<file path="config.mk">
export PLATFORM = sky130hd
export DESIGN_NAME = ad9866_cmd_queue
export DESIGN_NICKNAME = d
export VERILOG_FILES = /design/src/rtl/ad9866_cmd_queue.sv
export SDC_FILE = /design/constraint.sdc
export NUM_CORES = 1
export LEC_CHECK = 0
export BUFFER_PORTS_ARGS = -buffer_cell sky130_fd_sc_hd__buf_2
export CAP_MARGIN = 10
export CORE_MARGIN = 3
export CORE_UTILIZATION = 54
export DETAILED_ROUTE_END_ITERATION = 10
export GPL_TIMING_DRIVEN = 0
export PLACE_DENSITY = 0.77
export SYNTH_ARGS = -nofsm -noshare
export SYNTH_HDL_FRONTEND = slang
export SYNTH_SLANG_ARGS = --single-unit
</file>
<file path="constraint.sdc">
create_clock -name clk -period 4.85 [get_ports clk]
set_input_delay 0.2425 -clock clk [delete_from_list [all_inputs] [get_ports clk]]
set_output_delay 0.2425 -clock clk [all_outputs]
set_load 0.01 [all_outputs]
</file>
<file path="src/rtl/ad9866_cmd_queue.sv">
// ---------------------------------------------------------------------------
// ad9866_cmd_queue
//
// Buffered command master for the AD9866 SPI control slave. Register-write
// commands from the protocol decoder are queued in a small FIFO. Each one is
// then offered to the slave over a request/acknowledge handshake. A command
// the slave refuses (its shifter is busy) is re-issued after a fixed idle
// gap. After MAX_RETRY refusals the command is discarded and a saturating
// drop counter is incremented.
//
// Ports:
//   clk        system clock
//   rst        asynchronous reset, active low
//   in_valid   decoder presents a command
//   in_addr    command address (6 bits)
//   in_data    command data (32 bits)
//   in_ready   FIFO can accept a command
//   cmd_addr   address presented to the slave
//   cmd_data   data presented to the slave
//   cmd_rqst   one-cycle request strobe to the slave
//   cmd_ack    slave response, valid the cycle after cmd_rqst (1 = accepted)
//   level      entries held, including the command in flight
//   busy       queue non-empty or state machine not idle
//   drop_count saturating count of dropped commands
// ---------------------------------------------------------------------------
module ad9866_cmd_queue #(
  parameter int DEPTH     = 8,
  parameter int RETRY_GAP = 4,
  parameter int MAX_RETRY = 255
) (
  input  logic                     clk,
  input  logic                     rst,
  input  logic                     in_valid,
  input  logic [5:0]               in_addr,
  input  logic [31:0]              in_data,
  output logic                     in_ready,
  output logic [5:0]               cmd_addr,
  output logic [31:0]              cmd_data,
  output logic                     cmd_rqst,
  input  logic                     cmd_ack,
  output logic [$clog2(DEPTH):0]   level,
  output logic                     busy,
  output logic [7:0]               drop_count
);

  localparam int AW = $clog2(DEPTH);
  localparam int LW = AW + 1;
  localparam int GW = $clog2(RETRY_GAP + 1);

  typedef enum logic [1:0] {
    IDLE    = 2'd0,
    ISSUE   = 2'd1,
    WAIT    = 2'd2,
    BACKOFF = 2'd3
  } state_t;

  // FIFO storage and bookkeeping
  logic [37:0]   mem [DEPTH];
  logic [AW-1:0] wr_ptr_reg;
  logic [AW-1:0] rd_ptr_reg;
  logic [LW-1:0] count_reg;
  logic          full;
  logic          push;
  logic          pop;
  logic [37:0]   head;

  // Command sequencer
  state_t        state_reg;
  state_t        state_next;
  logic [7:0]    retry_reg;
  logic [7:0]    retry_next;
  logic [GW-1:0] gap_reg;
  logic [GW-1:0] gap_next;
  logic [7:0]    drop_reg;
  logic [7:0]    drop_next;
  logic          load;
  logic [5:0]    cmd_addr_reg;
  logic [31:0]   cmd_data_reg;

  // A full FIFO refuses a push even when the head pops in the same cycle,
  // so in_ready depends only on the registered count.
  assign full     = (count_reg == LW'(DEPTH));
  assign in_ready = !full;
  assign push     = in_valid && in_ready;
  assign head     = mem[rd_ptr_reg];

  // Storage carries no reset; only the pointers and count define contents.
  always_ff @(posedge clk) begin
    if (push) begin
      mem[wr_ptr_reg] <= {in_addr, in_data};
    end
  end

  // DEPTH is a power of two, so pointer overflow is the modulo wrap.
  always_ff @(posedge clk or negedge rst) begin
    if (!rst) begin
      wr_ptr_reg <= '0;
      rd_ptr_reg <= '0;
      count_reg  <= '0;
    end else begin
      if (push) begin
        wr_ptr_reg <= wr_ptr_reg + AW'(1);
      end
      if (pop) begin
        rd_ptr_reg <= rd_ptr_reg + AW'(1);
      end
      case ({push, pop})
        2'b10:   count_reg <= count_reg + LW'(1);
        2'b01:   count_reg <= count_reg - LW'(1);
        default: count_reg <= count_reg;
      endcase
    end
  end

  // Next-state logic. The head stays in the FIFO (and in level) until the
  // slave accepts it or it is dropped.
  always_comb begin
    state_next = state_reg;
    retry_next = retry_reg;
    gap_next   = gap_reg;
    drop_next  = drop_reg;
    pop        = 1'b0;
    load       = 1'b0;
    case (state_reg)
      IDLE: begin
        if (count_reg != '0) begin
          load       = 1'b1;
          retry_next = '0;
          state_next = ISSUE;
        end
      end
      ISSUE: begin
        state_next = WAIT;
      end
      WAIT: begin
        if (cmd_ack) begin
          pop        = 1'b1;
          state_next = IDLE;
        end else if ((9'(retry_reg) + 9'd1) < 9'(MAX_RETRY)) begin
          retry_next = retry_reg + 8'd1;
          gap_next   = GW'(RETRY_GAP);
          state_next = BACKOFF;
        end else begin
          pop        = 1'b1;
          if (drop_reg != 8'hFF) begin
            drop_next = drop_reg + 8'd1;
          end
          state_next = IDLE;
        end
      end
      BACKOFF: begin
        // Leave on the cycle the gap counter reaches zero, giving exactly
        // RETRY_GAP cycles in this state.
        gap_next = gap_reg - GW'(1);
        if (gap_reg <= GW'(1)) begin
          state_next = ISSUE;
        end
      end
      default: begin
        state_next = IDLE;
      end
    endcase
  end

  always_ff @(posedge clk or negedge rst) begin
    if (!rst) begin
      state_reg    <= IDLE;
      retry_reg    <= '0;
      gap_reg      <= '0;
      drop_reg     <= '0;
      cmd_addr_reg <= '0;
      cmd_data_reg <= '0;
    end else begin
      state_reg <= state_next;
      retry_reg <= retry_next;
      gap_reg   <= gap_next;
      drop_reg  <= drop_next;
      // Address/data latch once per command and hold across every retry.
      if (load) begin
        cmd_addr_reg <= head[37:32];
        cmd_data_reg <= head[31:0];
      end
    end
  end

  assign cmd_rqst   = (state_reg == ISSUE);
  assign cmd_addr   = cmd_addr_reg;
  assign cmd_data   = cmd_data_reg;
  assign level      = count_reg;
  assign busy       = (count_reg != '0) || (state_reg != IDLE);
  assign drop_count = drop_reg;

endmodule

</file>
# Word-level counts from Yosys, hierarchy flattened

Memory sizes are Yosys's and may differ from the RTL's. A register that Yosys moved wholly into a read port is not among the register bits.
Index checks and enable logic that the tools add are counted.

Bits in writable memories: 304
Logic and storage cells: 65
Output and inout port bits: 53
Register bits: 31
Input port bits: 42
ROM bits: 0
Latch bits: 0
Memories kept: 1

Bitwise gates (word level): 2
Div/mod/pow operators: 0
Multiplexer cells: 20
Order comparisons: 2
Multipliers: 0
Shifts and indexed selects: 0
Eq/ne operators: 11
$add $sub $neg: 8
Reduce and logical (&&, ||, !) cells: 14

Memories:

| name | depth | width | rd ports | clocked after memory_dff | wr ports | RTL line | source |
|---|---|---|---|---|---|---|---|
| mem  | 8     | 38    | 1        | 1                        | 1        | 58       | `logic [37:0] mem [DEPTH];` |

Operators by type and width:

| cell                                                 | count |
|---|---|
| two-way mux 8 bit                                    | 3 |
| adder 8 x 1 -> 8 bit (second input constant)         | 2 |
| one-hot mux 8 bit (2 select lines)                   | 1 |
| adder 8 x 1 -> 9 bit (second input constant)         | 1 |
| < comparator 9 x 8 -> 1 bit (second input constant)  | 1 |
| two-way mux 2 bit                                    | 4 |
| inequality test 2 bit (second input constant)        | 4 |
| inequality test 8 bit (second input constant)        | 1 |
| one-hot mux 2 bit (4 select lines)                   | 1 |
| one-hot mux 4 bit (2 select lines)                   | 1 |
| AND reduction 4 bit                                  | 2 |
| nonzero test 2 bit                                   | 4 |
| two-way mux 1 bit                                    | 7 |
| adder 3 x 1 -> 3 bit (second input constant)         | 2 |
| == test 2 bit (second input constant)                | 3 |
| two-way mux 3 bit                                    | 2 |
| one-hot mux 3 bit (2 select lines)                   | 1 |
| adder 4 x 1 -> 4 bit (second input constant)         | 1 |
| == test 2 x 1 -> 1 bit (second input constant)       | 2 |
| == test 4 bit (second input constant)                | 1 |
| nonzero test 4 bit                                   | 1 |
| subtractor 4 x 1 -> 4 bit (second input constant)    | 1 |
| <= comparator 3 x 1 -> 1 bit (second input constant) | 1 |
| AND reduction 3 bit                                  | 1 |
| other kinds (7)                                      | 9 |

# Logic depth before layout (Yosys ltp)

Depth in word-level cells: 7
Mapped depth: 13
Mapped depth without buffers: 13

# Worst setup path before layout

No wires, ideal clock.

Path kind: reg2reg
Start: reg count_reg[0] (netlist: level[0])
End: mem mem[0][0] (enable)
Cell stages (with the launch flop): 5
Setup time: 0.528 ns
Data arrival time: 4.527 ns
Period minus slack after synthesis: 5.055 ns
Required time: 4.322 ns
Path slack: -0.205 ns
Path buffers: 0
Path through: dfrtp_1 > nor3_1 > nand2_1 > nand2_1 > nor4_1

Cells in the longest elaborated chain, start to end: 5

Ends and longest elaborated chain:

| element                                 | RTL line | source |
|---|---|---|
| start, declared                         | 61       | `logic [LW-1:0] count_reg;` |
| start signal, assigned                  | 108      | `2'b10: count_reg <= count_reg + LW'(1);` |
| start signal, assigned                  | 109      | `2'b01: count_reg <= count_reg - LW'(1);` |
| start signal, assigned                  | 110      | `default: count_reg <= count_reg;` |
| == test 4 bit                           | 82       | `assign full = (count_reg == LW'(DEPTH));` |
| zero test 1 bit                         | 83       | `assign in_ready = !full;` |
| net in_ready                            | 36       | `output logic in_ready,` |
| logical AND 1 bit                       | 84       | `assign push = in_valid && in_ready;` |
| two-way mux 1 bit                       | 89       | `if (push) begin` |
| two-way mux 1 bit (implied by the code) | 90       | `mem[wr_ptr_reg] <= {in_addr, in_data};` |
| end, declared                           | 58       |  |

The timed path passes the listed nets, and every way through them passes these cells.

# Worst setup path in the final report

Start: reg retry_reg[0]
End: reg count_reg[3] (netlist: level[3])

Cells in the longest elaborated chain, start to end: 7
Elaborated cells on any way between the ends: 9
Classes of those cells: 1 x add/sub; 1 x order compare; 2 x eq/ne; 4 x mux; 1 x reduce/logical

Ends and longest elaborated chain:

| element                                                                  | RTL line | source |
|---|---|---|
| start, declared                                                          | 70       | `logic [7:0] retry_reg;` |
| start signal, assigned                                                   | 175      | `retry_reg <= retry_next;` |
| adder 8 x 1 -> 9 bit *                                                   | 139      | `end else if ((9'(retry_reg) + 9'd1) < 9'(MAX_RETRY)) begin` |
| < comparator 9 x 8 -> 1 bit *                                            | 139      |  |
| two-way mux 1 bit *                                                      | 139      |  |
| two-way mux 1 bit *                                                      | 136      | `if (cmd_ack) begin` |
| two-way mux 1 bit *                                                      | 124      | `case (state_reg)` |
| net pop                                                                  | 64       | `logic pop;` |
| == test 2 x 1 -> 1 bit or == test 2 bit (tied branches)                  | 107      | `case ({push, pop})` |
| one-hot mux 4 bit (2 select lines) or nonzero test 2 bit (tied branches) | -        |  |

Mark *: on every way through the listed nets, which the timed path passes. The rest lies on a longest branch.
A chain may end at the register's enable or synchronous reset.

==> key figures <==
Clock tree
  – Worst skew pair latency: 520 ps
  – Longest Clk Path Bufs: 3
  – Post-CTS Setup Bufs: 0
  – CTS root buffer: clkbuf_16
  – TritonCTS buffer count: 38
  – Clock transition at path regs: 60 ps
  – CTS Sinks: 373
  – H-tree levels: 2
  – CTS tree: done

Hold path
  – Worst hold stages: 1
  – Worst hold path class: in2reg

Route
  – DRC: 0
  – Drt first pass iters: 6
  – Post-DR vias/cell: 6.001
  – Vias: 7,939
  – ANT nets after route: 0
  – Initial DRC count: 827
  – DRT Wirelength: 31,320 microns
  – Wirelength per Cell: 23.67 microns

Setup path
  – Worst EP required: 5260 ps
  – Worst reg2reg startpoint: retry_reg[0]
  – Critical path peak fanout: 9
  – Critical path launch point type: flop
  – FF-to-FF End: level[3]
  – Crit path launch: retry_reg[0]
  – Critical path capture point type: flop
  – Reg2reg setup slack: 1390 ps
  – CP Data Arrival Time: 3860 ps
  – R2R cell count: 13
  – WS Path Type: reg2reg
  – Worst Setup EP: level[3]

Yosys
  – Number of synthesized flops with an enable pin: 304
  – Top FF cell, synth: edfxtp_1
  – Gate Count Post-Synth: 766
  – Syn_nets: 822
  – Post-synth ARST share: 18.50%
  – Count leader, synth: edfxtp_1
  – Syn Area/Cell: 19.07 sq um
  – Area leader, netlist: edfxtp_1
  – Register bit total from synthesis: 373
  – Synth top area share: 62.48%
  – Post-Syn Area: 14,610 sq um
  – Netlist cell types: 55
  – Synth area leaders: edfxtp_1 62%, dfrtp_1 12%, mux4_2 12%, mux2i_1 2.7%, o21ai_0 1.6%
  – Post-synthesis sequential area ratio: 74.30%
  – Post-synth top cells: 304 x edfxtp_1, 76 x mux4_2, 69 x dfrtp_1
  – Yosys warns: 0

Power and ir drop
  – Worst VDD drop: 0.3225 mV
  – Sequential share of power: 42.1%
  – Switching share of power: 30.79%
  – P_int: 7170 uW
  – Power per cell area: 592.5 nW/um^2
  – Logic gate share of total power: 29.4%
  – Clock power share: 28.5%
  – Sw Pwr: 3190 uW
  – LEAKAGE: 0.006287 uW
  – Tot Pwr: 10,360 uW

Die
  – Die area: 29,070 sq um
  – Num ports: 95
  – Number of core rows: 59
  – Die X-Extent: 170.5 microns
  – Die Ht: 170.5 microns
  – Core Region: 26,350 sq um
  – Initial Util: 55.44%

Global route
  – Global-route wire length before repair: 47,850 microns
  – GRT Overall Usage: 21.86%
  – Largest net degree at the start of global routing: 39
  – Vias in the first global route: 8,238
  – Total gr overflow: 0
  – Initial antenna violation count: 1

Timing
  – Final hold viol count: 0
  – Setup violations, final: 0
  – Fin crit share: 71.26%
  – Max Clock Freq: 289.4 MHz
  – Tmin final: 3456 ps
  – RSZ-0062 raised after global routing: no
  – Fin Clk Skew: 12.39 ps
  – Rel. slew slack: 35.69%
  – PnR worst setup slack: 1394 ps
  – Fin Hold WS: 15.90 ps
  – Max-slew violation count: 0
  – Worst-Margin Slew: 962.4 ps

Final layout
  – FILL cells: 1,692
  – Layout area overhead: 19.68%
  – Multi-input logic area: 3616 sq um
  – Share of layout cells above drive strength 1: 28.88%
  – Max reg flops: 304
  – Final instance area: 17,490 sq um
  – Nets: 1,013
  – Sequential Area: 10,860 sq um

Place
  – Placer Congestion: 0.7777
  – DP Worst Slack: 1421 ps
  – Area after DPL: 15,880 sq um
  – Hpwl dp: 19,210 microns
  – PortBufs: 94

Job
  – Max Cap Viol: 0

Status
  – Status: finished clean
==> power by group through the flow <==
| stage | clock network [uW] | registers (uW) | logic [uW] |
|---|---|---|---|
| after floorplan | 0 | 4450 | 1880 |
| after CTS | 2990 | 4360 | 3090 |
| after detailed placement | 0 | 4410 | 3040 |
| after global placement | 0 | 4430 | 2820 |
| after global routing | 3110 | 4420 | 3290 |
| final | 2950 | 4370 | 3050 |
==> stage by stage <==
stage          instances  util [%]  TNS [ps]
2_1_floorplan        766         -         0
3_3_place_gp        1195     58.84   -287140
3_5_place_dp        1219     60.26         0
4_1_cts             1322     66.34         0
5_1_grt             1322     66.34         0
6_report            1323     66.35         0
==> cells in the final DEF (no fill, tap or decap), types with 2 or more instances in the layout <==
cell and count:
a21oi_1 5, inv_6 2, dfrtp_1 69, buf_6 19, ha_1 13, clkinv_1 2
mux2i_1 39, and3_1 4, buf_8 2, clkbuf_16 39, nand2_1 58, buf_1 4
inv_1 10, xor2_1 2, clkinv_2 4, bufinv_16 4, mux4_2 76, clkbuf_1 32
clkbuf_8 3, xnor2_1 14, and3_2 2, nor2_1 8, o211ai_1 3, edfxtp_1 304
o21ai_0 47, nor2_4 3, nor3_2 4, nand4_1 3, dlygate4sd3_1 33, nand2b_1 4
a31oi_1 2, nor4_4 2, clkinvlp_4 2, mux2_2 2, nor3_1 5, a21o_1 2
nand3_1 21, buf_12 3, buf_2 103
==> worst min path at each step <==
stage,start,end,slack (ps)
after global placement,cmd_data[26],cmd_data[26],460
after CTS,in_addr[4],mem[2][36],0.8
after global routing,in_data[19],mem[2][19],10
after floorplan,rst,cmd_addr[0],-50
final,in_data[18],mem[7][18],20
after detailed placement,rst,drop_count[6],250
==> repair_timing <==
item,CTS,global route
gates resized for setup,0,0
hold buffers,33,0
hold endpoints to repair,258,0
==> final cells by class <==
type	count	area share [%]
sequential	373	62.08
multi-input combinational	346	20.68
timing repair buffer	151	6.426
clock buffer	53	6.054
tap	335	2.397
clock inverter	17	1.224
buffer	36	0.8873
inverter	11	0.2361
antenna	1	0.01431
==> cell families after synthesis <==
kind of cell / synth area share (%)
fa+ha+maj: 1.250
mux: 14.64
compound gates: 2.955
xor+xnor: 0.9592
flops: 74.30
buf+inv: 1.345
simple gates: 4.547
==> per-layer routing <==
metal | vias to the layer above | track usage, % | share of wire, %
met5 | - | 0 | 0
met4 | 0 | 6.102 | 2.0
met3 | 65 | 4.065 | 7.4
met2 | 340 | 36.13 | 50
met1 | 4092 | 30.45 | 40
li1 | 3442 | - | -
==> worst max-delay path: stages, from the launching register on <==
cell,delay (ps)
dfrtp_1,460
ha_1,320
and4bb_2,360
nor3_4,80
o41ai_4,720
nand2_4,140
inv_2,120
ha_1,210
ha_1,240
a21o_1,170
a21oi_1,170
xnor2_1,140
nor2_1,70
xor2_1,140
Power figures use the tool's default switching activity.
